`config.mk`:
```
export PLATFORM = sky130hd
export DESIGN_NAME = byte_cmp8
export DESIGN_NICKNAME = d
export VERILOG_FILES = /design/src/rtl/byte_cmp8.sv
export SDC_FILE = /design/constraint.sdc
export NUM_CORES = 1
export LEC_CHECK = 0
export CAP_MARGIN = 15
export CORE_AREA = 2 2 39 41
export DETAILED_ROUTE_END_ITERATION = 10
export DIE_AREA = 0 0 41 43
export DONT_BUFFER_PORTS = 1
export PLACE_DENSITY = 0.3
export SLEW_MARGIN = 20
export SYNTH_ARGS = -nofsm -noshare
export SYNTH_HDL_FRONTEND = slang
export SYNTH_SLANG_ARGS = --single-unit
export TNS_END_PERCENT = 20
```
`constraint.sdc`:
```
create_clock -name vclk -period 1.35
set_input_delay 0.2025 -clock vclk [all_inputs]
set_output_delay 0.2025 -clock vclk [all_outputs]
set_load 0.02 [all_outputs]
```
`src/rtl/byte_cmp8.sv`:
```
// Combinational 8-bit magnitude comparator; exactly one of lt/eq/gt is high.
module byte_cmp8 (
  input  logic [7:0] a,
  input  logic [7:0] b,
  output logic       lt,
  output logic       eq,
  output logic       gt
);

  // Equality from XNOR of every bit pair, not from a bitwise AND of operands.
  assign eq = &(a ~^ b);
  assign lt = (a < b);
  assign gt = ~eq & ~lt;

endmodule

```
# Yosys cells after proc, flatten, opt, wreduce, memory -nomap -nowiden
# Index checks and enable logic that the tools add are counted.
[word_totals] reg_bits=0 latchBits=0 ram_bits=0 mem_bits_ro=0 inputBits=16 out_inout_bits=3 wordCells=6 n_memories=0
[classes] add_sub_neg=0 mul=0 div_mod_pow=0 order_cmp=1 eq_ne=0 shifts=0 n_mux=0 bitwise_logic=4 reduce_logical=1
[ops] op="< comparator 8 bit" count=1
[ops] op="AND reduction 8 bit" count=1
[ops] op="bitwise XNOR 8 bit" count=1
[ops] op="inverter 1 bit" count=2
[ops] op="AND 1 bit" count=1

# Logic depth before layout (Yosys ltp)
[logic_depth] depth_word=4 mapped_depth=6 depth_no_buf=6

# Worst setup path before layout
# No wires, ideal clock.
[synth_path] path_type="input -> output" startpoint="in b[7]" endpoint="out gt" t_arrival_ps=1248 required_time_ps=1148 path_slack_ps=-100 cell_stages=5 path_buffers=0 cell_sequence="inv_1 ha_1 nand4_2 nor2_1 o21ba_1"
[synth_between] elab_chain_cells=4 elab_cells_between_ends=6 classes_between="1 x order compare; 4 x bitwise; 1 x reduce/logical"
[synth_rtl] element="start: declaration" line="4" text="input logic [7:0] b,"
[synth_rtl] element="bitwise XNOR 8 bit" line="11" text="assign eq = &(a ~^ b);"
[synth_rtl] element="AND reduction 8 bit" line="11"
[synth_rtl] element="via eq" line="6" text="output logic eq,"
[synth_rtl] element="inverter 1 bit" line="13" text="assign gt = ~eq & ~lt;"
[synth_rtl] element="AND 1 bit" line="13"
[synth_rtl] element="end: declaration" line="7" text="output logic gt"
# The timed path passes the listed nets, and every way through them passes these cells.

# Final worst setup path
[layout_path] startpoint="in b[1]" endpoint="out lt"
[layout_between] elab_chain_cells=1
[layout_rtl] element="< comparator 8 bit" line="12" text="assign lt = (a < b);"
[layout_rtl] element="end: declaration" line="5" text="output logic lt,"
# Every way passes these cells.

==> reports/qor.yml <==
run_status:
  status: "finished clean"
logic_synthesis:
  synthCells: 29
  syn_nets: 53
  ys_warn_count: 0
  netlist_area_sq_um: 225
  ys_seq_area_share_pct: 0
  ys_types: 12
  avgSynthCellArea_sq_um: 7.77
die:
  ios: 19
  rows: 14
  die_y_um: 43
  core_sq_mm: 0.00138
  start_util_pct: 16.3
  die_w_um: 41
  die_area_sq_mm: 0.00176
setup_path:
  max_stage_delay_ps: 240
  path_cells: "inv_4 > ha_4 > nor2b_4 > o211ai_2 > a21oi_2 > nor2_1 > buf_4"
  cp-startpoint: "b[1]"
  crit_cells: 7
  worstPathArrival_ps: 1080
  crit_end: "lt"
  end_kind: "output port"
  slowest_stage: "ha_4"
  critPathMaxFanout: 2
  path_buf_inv: 2
  critical-path-top-delay-family: "compound AO/OA/AOI/OAI gates"
  start_kind: "input port"
  critPathRequiredTime_ps: 1150
  path_class: "input port to output port"
grt:
  grt_max_degree: 4
  grt_pass1_wl_um: 759
  grt_pass1_vias: 186
  overflow: 0
  grt.total_usage_pct: 5.69
  antenna_found_initial: 0
cts:
  hold_buffers: 0
  post-cts-setup-buffer-count: 0
detailed_routing:
  via_per_inst: 4.34
  wl_met3_um: 36
  wirelength_um: 477
  vias: 204
  routedWlPerCell_um: 10.1
  drtIter0Drc: 0
  met1Wirelength_um: 166
  drt_drc_violations_left: 0
  dr.pass1.iters: 1
  dr_wl_met2_um: 274
  routed.top_layer: "met3"
  ant_nets: 0
placed_design:
  dp.cells: 47
  place.gp.congestion: 0.668
  pre_cts_ws_ps: -1.89
  portBuffers: 0
  dp_hpwl_um: 449
  placed_cell_area_sq_um: 268
hold_path:
  holdPathStages: 4
  hold_path.class: "input port to output port"
power:
  power_density_mw_per_mm2: 354
  p_leak_nw: 0.148
  ir_drop_mv: 0.0609
timing:
  hold_slack_ps: 776
  finalHoldViolations: 0
  fin_ws_ps: 66.0
  clock.fmax_mhz: 779
  tightest_slew_ps: 170
  period_share_pct: 95.1
  final.min_clock_period_ps: 1280
  setup-tns-final_ps: 0
  slew_violations: 0
  setup_viol: 0
  max_slew_margin_pct: 88.7
cells_and_area:
  instances_no_fill: 47
  clockBufferCount: 0
  area_delta_synth_final_pct: 42.8
  register_area_sq_um: 0
  nFlopsAndLatches: 0
  final_nets: 57
  fin_area_sq_um: 322
  drive_gt1_share_pct: 45.2
  antenna_cells: 0
job:
  cap_violations: 0
==> report_power, final <==
| part | internal [mW] | total (mW) | leakage, nW | switching [mW] |
|---|---|---|---|---|
| combinational | 0.0545 | 0.114 | 0.148 | 0.0592 |
| sequential | 0 | 0 | 0 | 0 |
| clock | 0 | 0 | 0 | 0 |
==> kinds of logic after synthesis <==
logic type	Yosys count	share of synthesized area, %
AOI/OAI and AO/OA	7	22.8
adders and majority gates	8	44.4
buffers and inverters	8	13.3
and+or+nand+nor	6	19.4
==> stage by stage <==
| stage | total power, mW | util [%] |
|---|---|---|
| 2_1_floorplan | 0.0701 | - |
| 5_1_grt | 0.128 | 23.2 |
| 6_report | 0.114 | 23.2 |
| 3_5_place_dp | 0.0878 | 19.3 |
| 4_1_cts | 0.0889 | 19.3 |
| 3_3_place_gp | 0.0846 | 19.3 |
==> synthesized netlist by cell type <==
cell type  count  area, sq um
ha_1           8          100
inv_1          8         30.0
a21oi_1        3         15.0
nor2_1         2         7.51
a21oi_2        1         8.76
nand2_1        1         3.75
nand4_1        1         6.26
nand4_2        1         12.5
nor2b_4        1         13.8
o211ai_2       1         12.5
o21ai_0        1         5.00
o21ba_1        1         10.0
==> timing repair <==
| item | CTS | global route |
|---|---|---|
| resized for setup | 1 | 10 |
| endpoints found under the setup margin | 1 | 2 |
| pin swaps | 0 | 4 |
==> tightest hold or removal path, cell delays in order <==
cell     delay (ps)
ha_4            110
a21oi_2          30
o21ai_2          60
o21ba_4         170
==> area by class of cell <==
| cell class | instances | area [sq um] |
|---|---|---|
| repair buffers | 2 | 15.0 |
| well taps | 16 | 20.0 |
| inverters | 8 | 32.5 |
| multi-input cells | 21 | 254 |
| fillers | 157 | 1060 |
==> metal layers <==
layer	global-route usage (%)	up-vias
li1	-	104
met1	7.28	93
met2	10.0	7
met3	1.05	0
met4	0	0
met5	0	-
==> layout by cell type (no fill, tap or decap), types with 2 or more instances in the layout <==
cell type  synthesis  routed
a21oi_2            1       3
buf_4              0       2
ha_1               8       6
ha_4               0       2
inv_1              8       7
==> how the worst min path moves through the flow <==
| stage | from | endpoint | slack, ps |
|---|---|---|---|
| 2_1_floorplan | a[7] | lt | 750 |
| 3_3_place_gp | b[0] | eq | 890 |
| 3_5_place_dp | a[7] | lt | 880 |
| 4_1_cts | a[7] | lt | 870 |
| 5_1_grt | a[7] | gt | 810 |
| 6_report | a[7] | gt | 780 |
Power figures use the tool's default switching activity.
